--- src/rtl/divisor_pkg.sv ---
// Shared definitions for the keypad-to-divider sequencing controller.
// Provides the controller state encoding, the nibble shown on every
// display digit while in the error state, default sizing, and a helper
// that turns an operand width into a hex digit count.
package divisor_pkg;

    // Controller states, from operand entry through result display.
    typedef enum logic [2:0] {
        ENTER_A,
        ENTER_B,
        START,
        WAIT,
        SHOW,
        ERR
    } state_t;

    localparam logic [3:0] ERR_NIBBLE      = 4'hE;
    localparam int         DEFAULT_WIDTH   = 8;
    localparam int         DEFAULT_TIMEOUT = 64;

    // Number of hex digits needed to fill an operand of the given width.
    function automatic int digit_count(input int width);
        return width / 4;
    endfunction

endpackage

--- src/rtl/hex_shift_entry.sv ---
// Operand entry register: shifts hex digits in from the right, most
// significant digit first, and tracks how many digits have been entered.
//
// Ports:
//   clk          - system clock
//   rst          - asynchronous active-high reset, clears value and count
//   clear_i      - clear value and digit count
//   load_first_i - clear, then load key_i as the first digit (count = 1)
//   shift_i      - shift value left one nibble and insert key_i
//   key_i        - hex digit to insert
//   value_o      - current registered operand
//   next_o       - operand value after this cycle's update
//   last_o       - the next shift completes the operand
module hex_shift_entry
    import divisor_pkg::*;
#(
    parameter int WIDTH = DEFAULT_WIDTH
) (
    input  logic             clk,
    input  logic             rst,
    input  logic             clear_i,
    input  logic             load_first_i,
    input  logic             shift_i,
    input  logic [3:0]       key_i,
    output logic [WIDTH-1:0] value_o,
    output logic [WIDTH-1:0] next_o,
    output logic             last_o
);

    localparam int DIGITS = digit_count(WIDTH);
    localparam int CW     = (DIGITS > 1) ? $clog2(DIGITS) : 1;

    logic [WIDTH-1:0] value_q, value_d;
    logic [CW-1:0]    count_q, count_d;

    // The digit counter wraps to zero on the completing digit, so a full
    // operand leaves the counter ready for the next entry.
    always_comb begin
        value_d = value_q;
        count_d = count_q;
        if (clear_i) begin
            value_d = '0;
            count_d = '0;
        end else if (load_first_i) begin
            value_d = WIDTH'(key_i);
            count_d = CW'(1 % DIGITS);
        end else if (shift_i) begin
            value_d = (value_q << 4) | WIDTH'(key_i);
            if (count_q == CW'(DIGITS - 1)) begin
                count_d = '0;
            end else begin
                count_d = count_q + CW'(1);
            end
        end
    end

    always_ff @(posedge clk or posedge rst) begin
        if (rst) begin
            value_q <= '0;
            count_q <= '0;
        end else begin
            value_q <= value_d;
            count_q <= count_d;
        end
    end

    assign value_o = value_q;
    assign next_o  = value_d;
    assign last_o  = (count_q == CW'(DIGITS - 1));

endmodule

--- src/rtl/divisor_ctrl.sv ---
// Sequencing controller between the keypad decoder and the integer divider.
// Collects dividend A and divisor B as hex digits, launches the divider,
// waits for completion under a timeout, and feeds the 7-segment mux with
// entry digits, quotient/remainder, or an all-E error pattern.
//
// Ports:
//   clk        - system clock
//   rst        - asynchronous active-high reset
//   key_valid  - one-cycle pulse per debounced key press
//   key_code   - hex value of the pressed key
//   div_start  - one-cycle divider launch pulse
//   div_a      - dividend (mirrors the A entry register)
//   div_b      - divisor (mirrors the B entry register)
//   div_done   - one-cycle divider completion pulse
//   div_q      - quotient, valid with div_done
//   div_r      - remainder, valid with div_done
//   disp_value - display value, upper half on the left digits
//   busy       - high while launching and waiting on the divider
//   err        - high in the error state
module divisor_ctrl
    import divisor_pkg::*;
#(
    parameter int WIDTH   = DEFAULT_WIDTH,
    parameter int TIMEOUT = DEFAULT_TIMEOUT
) (
    input  logic               clk,
    input  logic               rst,
    input  logic               key_valid,
    input  logic [3:0]         key_code,
    output logic               div_start,
    output logic [WIDTH-1:0]   div_a,
    output logic [WIDTH-1:0]   div_b,
    input  logic               div_done,
    input  logic [WIDTH-1:0]   div_q,
    input  logic [WIDTH-1:0]   div_r,
    output logic [2*WIDTH-1:0] disp_value,
    output logic               busy,
    output logic               err
);

    localparam int DIGITS  = digit_count(WIDTH);
    localparam int NIBBLES = (2 * WIDTH) / 4;
    localparam int TW      = $clog2(TIMEOUT + 1);

    state_t             state_q, state_d;
    logic [TW-1:0]      timeout_q, timeout_d;
    logic [2*WIDTH-1:0] result_q, result_d;

    logic               div_start_q, div_start_d;
    logic               busy_q, busy_d;
    logic               err_q, err_d;
    logic [2*WIDTH-1:0] disp_q, disp_d;

    logic               a_load, a_shift, a_last;
    logic               b_clear, b_shift, b_last;
    logic [WIDTH-1:0]   a_val, a_next, b_val, b_next;

    hex_shift_entry #(.WIDTH(WIDTH)) u_entry_a (
        .clk          (clk),
        .rst          (rst),
        .clear_i      (1'b0),
        .load_first_i (a_load),
        .shift_i      (a_shift),
        .key_i        (key_code),
        .value_o      (a_val),
        .next_o       (a_next),
        .last_o       (a_last)
    );

    hex_shift_entry #(.WIDTH(WIDTH)) u_entry_b (
        .clk          (clk),
        .rst          (rst),
        .clear_i      (b_clear),
        .load_first_i (1'b0),
        .shift_i      (b_shift),
        .key_i        (key_code),
        .value_o      (b_val),
        .next_o       (b_next),
        .last_o       (b_last)
    );

    // Next-state logic. Keys are only honoured in the entry states and as
    // the re-entry key from SHOW/ERR; div_done is only honoured in WAIT.
    // The timeout compares the incremented count so the error state is
    // entered exactly TIMEOUT cycles after the launch pulse, and a
    // same-cycle div_done takes priority over the timeout.
    always_comb begin
        state_d   = state_q;
        timeout_d = timeout_q;
        result_d  = result_q;
        a_load    = 1'b0;
        a_shift   = 1'b0;
        b_clear   = 1'b0;
        b_shift   = 1'b0;
        case (state_q)
            ENTER_A: begin
                if (key_valid) begin
                    a_shift = 1'b1;
                    if (a_last) begin
                        state_d = ENTER_B;
                    end
                end
            end
            ENTER_B: begin
                if (key_valid) begin
                    b_shift = 1'b1;
                    if (b_last) begin
                        state_d = START;
                    end
                end
            end
            START: begin
                timeout_d = '0;
                state_d   = (b_val == '0) ? ERR : WAIT;
            end
            WAIT: begin
                timeout_d = timeout_q + TW'(1);
                if (div_done) begin
                    result_d = {div_q, div_r};
                    state_d  = SHOW;
                end else if (timeout_d == TW'(TIMEOUT - 1)) begin
                    state_d = ERR;
                end
            end
            SHOW, ERR: begin
                if (key_valid) begin
                    a_load  = 1'b1;
                    b_clear = 1'b1;
                    state_d = (DIGITS == 1) ? ENTER_B : ENTER_A;
                end
            end
            default: begin
                state_d = ENTER_A;
            end
        endcase
    end

    // Outputs are computed from the next state and next register values,
    // then registered, so they line up with the state they describe.
    always_comb begin
        busy_d      = (state_d == START) || (state_d == WAIT);
        err_d       = (state_d == ERR);
        div_start_d = (state_d == START) && (b_next != '0);
        case (state_d)
            SHOW:    disp_d = result_d;
            ERR:     disp_d = {NIBBLES{ERR_NIBBLE}};
            default: disp_d = {a_next, b_next};
        endcase
    end

    always_ff @(posedge clk or posedge rst) begin
        if (rst) begin
            state_q     <= ENTER_A;
            timeout_q   <= '0;
            result_q    <= '0;
            div_start_q <= 1'b0;
            busy_q      <= 1'b0;
            err_q       <= 1'b0;
            disp_q      <= '0;
        end else begin
            state_q     <= state_d;
            timeout_q   <= timeout_d;
            result_q    <= result_d;
            div_start_q <= div_start_d;
            busy_q      <= busy_d;
            err_q       <= err_d;
            disp_q      <= disp_d;
        end
    end

    assign div_start  = div_start_q;
    assign div_a      = a_val;
    assign div_b      = b_val;
    assign busy       = busy_q;
    assign err        = err_q;
    assign disp_value = disp_q;

endmodule

--- config.mk ---
export PLATFORM = sky130hd
export DESIGN_NAME = divisor_ctrl
export DESIGN_NICKNAME = d
export VERILOG_FILES = /design/src/rtl/divisor_pkg.sv /design/src/rtl/hex_shift_entry.sv /design/src/rtl/divisor_ctrl.sv
export SDC_FILE = /design/constraint.sdc
export NUM_CORES = 1
export LEC_CHECK = 0
export CAP_MARGIN = 20
export CORE_UTILIZATION = 50
export CTS_CLUSTER_DIAMETER = 30
export DETAILED_ROUTE_END_ITERATION = 6
export HOLD_SLACK_MARGIN = 0.08
export PLACE_DENSITY = 0.89
export SLEW_MARGIN = 20
export SYNTH_ARGS = -nofsm -noshare
export SYNTH_HDL_FRONTEND = slang
export SYNTH_SLANG_ARGS = --single-unit
export TNS_END_PERCENT = 100
--- constraint.sdc ---
create_clock -name clk -period 4.5 [get_ports clk]
set_input_delay 0.45 -clock clk [delete_from_list [all_inputs] [get_ports clk]]
set_output_delay 0.45 -clock clk [all_outputs]
set_load 0.02 [all_outputs]
## Word-level counts from Yosys, hierarchy flattened

Cells that the tools add are included.

| storage, ports and cells | value |
|---|---|
| bits of input ports | 24 |
| output and inout bits | 35 |
| register bits after elaboration | 63 |

| operators by class | value |
|---|---|
| bitwise logic cells | 2 |
| muxes and demuxes | 27 |
| reduce and logical (&&, ||, !) cells | 9 |
| equality and inequality tests | 10 |
| $add $sub $neg | 3 |

Operators by type and width:

| operator | number |
|---|---|
| 16-bit two-way mux | 2 |
| 8-bit two-way mux | 4 |
| 16-bit one-hot mux with 2 select lines | 1 |
| 3-bit two-way mux | 8 |
| 8-bit by 4-bit bitwise OR with 8-bit output | 2 |
| 3-bit one-hot mux with 5 select lines | 1 |
| 7-bit one-hot mux with 2 select lines | 1 |
| 3-bit by 2-bit == test with 1-bit output, second input constant | 4 |
| 3-bit == test, second input constant | 4 |
| 1-bit two-way mux | 10 |
| 8-bit zero test | 1 |
| 8-bit nonzero test | 1 |
| 7-bit by 1-bit adder with 7-bit output, second input constant | 1 |
| 7-bit by 6-bit == test with 1-bit output, second input constant | 1 |
| 2-bit nonzero test | 3 |
| 3-bit by 1-bit == test with 1-bit output, second input constant | 1 |
| 3-bit zero test | 1 |
| 1-bit adder, second input constant | 2 |
| 2-bit OR reduction | 1 |
| 1-bit logical AND | 1 |
| 1-bit logical OR | 1 |

## Depth between registers and ports, before layout

| depth | value |
|---|---|
| depth in word-level cells | 7 |
| depth in mapped cells | 8 |
| mapped depth without buffers | 6 |

## Hierarchy

From an unflattened synthesis, not the netlist that was laid out.

| second synthesis, totals | value |
|---|---|
| cell total of the unflattened synthesis | 286 |
| area total of the unflattened synthesis | 3168.0 sq um |

By module, submodules not included:

| module | cells an instance | area an instance (sq um) | instances |
|---|---|---|---|
| divisor_ctrl | 214 | 2364.8 | 1 |
| hex_shift_entry | 36 | 401.6 | 2 |

## Least setup slack after synthesis

No wires, ideal clock.

| path | value |
|---|---|
| path type | register to register |
| start point | register u_entry_b.value_q[6], in the netlist u_entry_b.value_o[6] |
| end point | register disp_q[1], in the netlist disp_value[1] |
| data required time | 4366 ps |
| stages on the path, launching flop included | 8 |
| setup slack | 2695 ps |
| setup time | 134 ps |
| data arrival time | 1670 ps |
| buffers on the path | 2 |
| cell sequence | dfrtp_1 nor4_1 a21oi_1 o21a_1 buf_2 buf_2 nor3_1 o22ai_1 |

| on the way | value |
|---|---|
| cells in the longest elaborated chain, start to end | 5 |

RTL lines:

| what | RTL line | RTL |
|---|---|---|
| start, declared | hex_shift_entry.sv:33 | `logic [WIDTH-1:0] value_q, value_d;` |
| start signal, assigned | hex_shift_entry.sv:62 | `value_q <= value_d;` |
| 8-bit zero test (*) | divisor_ctrl.sv:114 | `state_d = (b_val == '0) ? ERR : WAIT;` |
| 3-bit two-way mux (*) | divisor_ctrl.sv:114 |  |
| 3-bit one-hot mux with 5 select lines (*) | divisor_ctrl.sv:95 | `case (state_q)` |
| 3-bit == test | divisor_ctrl.sv:144 | `case (state_d)` |
| 16-bit one-hot mux with 2 select lines (*) | divisor_ctrl.sv:144 |  |
| net disp_d[1] | divisor_ctrl.sv:52 | `logic [2*WIDTH-1:0] disp_q, disp_d;` |
| end signal, assigned | divisor_ctrl.sv:167 | `disp_q <= disp_d;` |
| end, declared | divisor_ctrl.sv:52 |  |

The timed path passes the listed nets; every way through them passes the cells marked *.
A chain may end at the register's enable or synchronous reset.

## Final worst setup path

| path | value |
|---|---|
| start point | register timeout_q[0] |
| end point | register disp_q[8], in the netlist disp_value[8] |

| on the way | value |
|---|---|
| cells in the longest elaborated chain, start to end | 7 |

RTL lines:

| what | RTL line | RTL |
|---|---|---|
| start, declared | divisor_ctrl.sv:46 | `logic [TW-1:0] timeout_q, timeout_d;` |
| start signal, assigned | divisor_ctrl.sv:162 | `timeout_q <= timeout_d;` |
| 7-bit by 1-bit adder with 7-bit output (*) | divisor_ctrl.sv:117 | `timeout_d = timeout_q + TW'(1);` |
| 7-bit by 6-bit == test with 1-bit output (*) | divisor_ctrl.sv:121 | `end else if (timeout_d == TW'(TIMEOUT - 1)) begin` |
| 3-bit two-way mux (*) | divisor_ctrl.sv:121 |  |
| 3-bit two-way mux (*) | divisor_ctrl.sv:118 | `if (div_done) begin` |
| 3-bit one-hot mux with 5 select lines (*) | divisor_ctrl.sv:95 |  |
| 3-bit == test | divisor_ctrl.sv:144 |  |
| 16-bit one-hot mux with 2 select lines (*) | divisor_ctrl.sv:144 |  |
| net disp_d[8] | divisor_ctrl.sv:52 |  |

Marks and branches as above.

==> flow_summary_export.csv <==
group,metric,value,unit
sta,skew,0.005874,ns
clock_network,post_cts_resized,0,
worst_hold_path,hold_end,"u_entry_a.last_o",
drt,drc,0,
sta,setup_tns,0,ns
drt,drtPass1Iterations,5,
critical_path,crit_path_max_fanout,13,
critical_path,worstRegToRegCells,6,
critical_path,reg2reg_from,"timeout_q[0]",
sta,finalCritPeriodShare,0.5943,
drt,wl,7150,um
sta,hold_viol,0,
grt,grt_usage,0.2540,
critical_path,crit_arrival,2.90,ns
worst_hold_path,hold_path_startpoint,"u_entry_a.last_o",
pwr,peakVddDrop,0.3875,mV
placed_design,dpl.cell_count,387,
cells_and_area,final_common_cell,"dfrtp_1",
clock_network,clk_pin_slew_worst_paths,0.07,ns
drt,final_antenna_net_count,0,
synthesis,synth-edff-count,0,
placed_design,hpwl,4915,um
grt,grt-ovfl-total,0,
synthesis,ys_warn_count,0,
drt,drt_iter0_drc,257,
pwr,p_switching,1.151,mW
placed_design,placed_cell_area,0.003536,sq mm
synthesis,netlist_area,0.002948,sq mm
pwr,clkPwrFrac,0.170,
worst_hold_path,holdCritPathClass,"flop to flop",
sta,period_needed,2.674,ns
floorplanning,std_cell_rows,27,
grt,grt_max_degree,64,
drt,vias,2465,
floorplanning,start_util,0.5257,
drt,post_drt_wl_per_cell,17.74,um
synthesis,yosysTopAreaCell,"dfrtp_1",
floorplanning,die-area,0.006207,sq mm
synthesis,syn_nets,298,
placed_design,io_buffers,58,
critical_path,cp_slowest_stage_delay,0.77,ns
synthesis,ys_seq_area_frac,0.5348,
synthesis,yosys.area.top_type_share,0.5348,
drt,vias_per_cell,6.117,
synthesis,syn_inst,272,
floorplanning,dieHeight,78.79,um
cells_and_area,finalNetCount,352,
clock_network,clock-sinks,63,
synthesis,synth-seq-cells,63,
clock_network,postCtsHoldBufs,0,
sta,tightest_slew,0.9801,ns
pwr,seqPwrFrac,0.364,
floorplanning,io_pins,59,
run_status,outcome,"finished clean",
sta,whs,0.4873,ns
floorplanning,die_w,78.79,um
synthesis,ys_async_sr_fraction,1.000,
grt,grt_first_pass_wirelength,11740,um
clock_network,cts_root_buf,"clkbuf_8",
synthesis,syn_area_per_cell,10.84,sq um
sta,slew_headroom,0.3422,
sta,rsz0062_at_grt,"false",
critical_path,r2r-end,"disp_value[8]",
clock_network,insertion_delay,0.34,ns
cells_and_area,final_cell_mix,"63 x dfrtp_1, 58 x clkdlybuf4s50_1, 27 x nor2_1, 27 x nor3_1, 20 x mux2_2",
pwr,switching_share,0.4069,
cells_and_area,syn_to_final_growth,26.44,%
sta,final-setup-viol-count,0,
critical_path,crit_slowest_cell,"a211oi_2",
critical_path,cp-end-kind,"flop",
critical_path,reg2reg_slack,1.83,ns
pwr,power,2.829,mW
grt,grt_pass1_vias,2386,
sta,final-max-slew-violation-count,0,
cells_and_area,design_area,0.003727,sq mm
critical_path,crit_path_start_kind,"flop",
placed_design,pre_cts_slack,1.879,ns
floorplanning,core-area,0.005608,sq mm
pwr,p_per_area,759.0,mW/mm^2
pwr,p_comb_frac,0.466,
pwr,leakagePower,1.545,nW
cells_and_area,final-instance-count-excl-fill,403,
cells_and_area,n_antenna_cell,0,
sta,fmax,0.3739,GHz
worst_hold_path,min_path_cells,1,
clock_network,cts_tree,"built",
pwr,internal_power,1.678,mW
clock_network,postCtsSetupBuffers,0,
cells_and_area,fin_util,0.6647,
clock_network,clk_path_buf_depth,2,
synthesis,synth_area_leaders,"dfrtp_1 53%, mux2_2 7.6%, nor3_1 4.6%",
grt,grt_antenna_before_repair,0,
placed_design,routabilityCongestion,0.9530,
clock_network,h-tree-depth,3,
critical_path,cp_cell_sequence,"ha_1 > nor2b_1 > o21ai_0 > a211oi_2 > a21oi_1 > a221o_1",
critical_path,path_class,"flop to flop",
run,maxCapViolCount,0,
sta,setup_slack,1.826,ns
synthesis,synthDistinctLibCells,51,
critical_path,required,4.73,ns
synthesis,yosys_most_used_dff,"dfrtp_1",
cells_and_area,drive_gt1_frac,0.1299,
clock_network,cts_buffers,9,
==> metal layers <==
| layer | track usage | vias up | share of wire |
|---|---|---|---|
| li1 | - | 1108 | - |
| met1 | 0.3405 | 1196 | 0.42 |
| met2 | 0.3870 | 142 | 0.47 |
| met3 | 0.05632 | 19 | 0.090 |
| met4 | 0.1315 | 0 | 0.019 |
| met5 | 0 | - | 0 |
==> area by class of cell <==
class | count | area [sq um]
Multi-Input combinational cell | 185 | 1251
Fill cell | 445 | 1881
Clock inverter | 3 | 42.54
Inverter | 8 | 30.03
Sequential cell | 63 | 1577
Clock buffer | 13 | 148.9
Tap cell | 72 | 90.09
Timing Repair Buffer | 59 | 588.1
==> flip-flops by register name, indices dropped and copies added (netlist names) <==
register and count:
disp_value 16, result_q 16, u_entry_a.value_o 8, u_entry_b.value_o 8, timeout_q 7, state_q 3
busy 1, div_start 1, err 1, u_entry_a.last_o 1, u_entry_b.last_o 1
==> cells in the mapped netlist, drive strengths merged (3+ instances only) <==
| library cell | count |
|---|---|
| a211oi | 13 |
| a21oi | 8 |
| a221o | 4 |
| a22oi | 3 |
| and2 | 3 |
| buf | 13 |
| clkbuf | 3 |
| dfrtp | 63 |
| inv | 8 |
| mux2 | 20 |
| mux2i | 10 |
| nand2 | 17 |
| nand4 | 5 |
| nor2 | 27 |
| nor3 | 27 |
| o21ai | 14 |
==> critical path: cells and delay by family (launching register included) <==
kind | cells | cell delay [ns]
flops | 1 | 0.47
compound gates | 4 | 1.59
fa+ha+maj | 1 | 0.32
simple gates | 1 | 0.16
==> cell families after synthesis <==
group,after synthesis,share of synthesized area
buffers and inverters,24,0.04075
AND/OR/NAND/NOR,94,0.1609
AO/OA/AOI/OAI,58,0.1418
adder cells (fa/ha/maj),2,0.008488
flip-flops,63,0.5348
XOR/XNOR,1,0.002972
multiplexers,30,0.1104
==> power by group through the flow <==
| stage | clock (mW) | combinational (mW) | sequential (mW) |
|---|---|---|---|
| global route | 0.519 | 1.42 | 1.05 |
| detailed placement | 0 | 1.30 | 1.03 |
| global placement | 0 | 1.26 | 1.01 |
| CTS | 0.489 | 1.31 | 1.02 |
| floorplan | 0 | 0.699 | 1.13 |
| finish | 0.482 | 1.32 | 1.03 |
==> how the worst max path moves through the flow <==
stage | from | endpoint | slack [ns] | depth (start not counted)
final | timeout_q[0] | disp_value[8] | 1.83 | 6
after global routing | timeout_q[0] | disp_value[8] | 1.68 | 6
after CTS | timeout_q[0] | disp_value[8] | 1.90 | 6
after detailed placement | timeout_q[0] | disp_value[8] | 1.88 | 6
after global placement | key_valid | div_start | 2.04 | 6
after floorplan | rst | busy | 2.48 | 1
No activity file was read; power rests on OpenSTA's default activity.
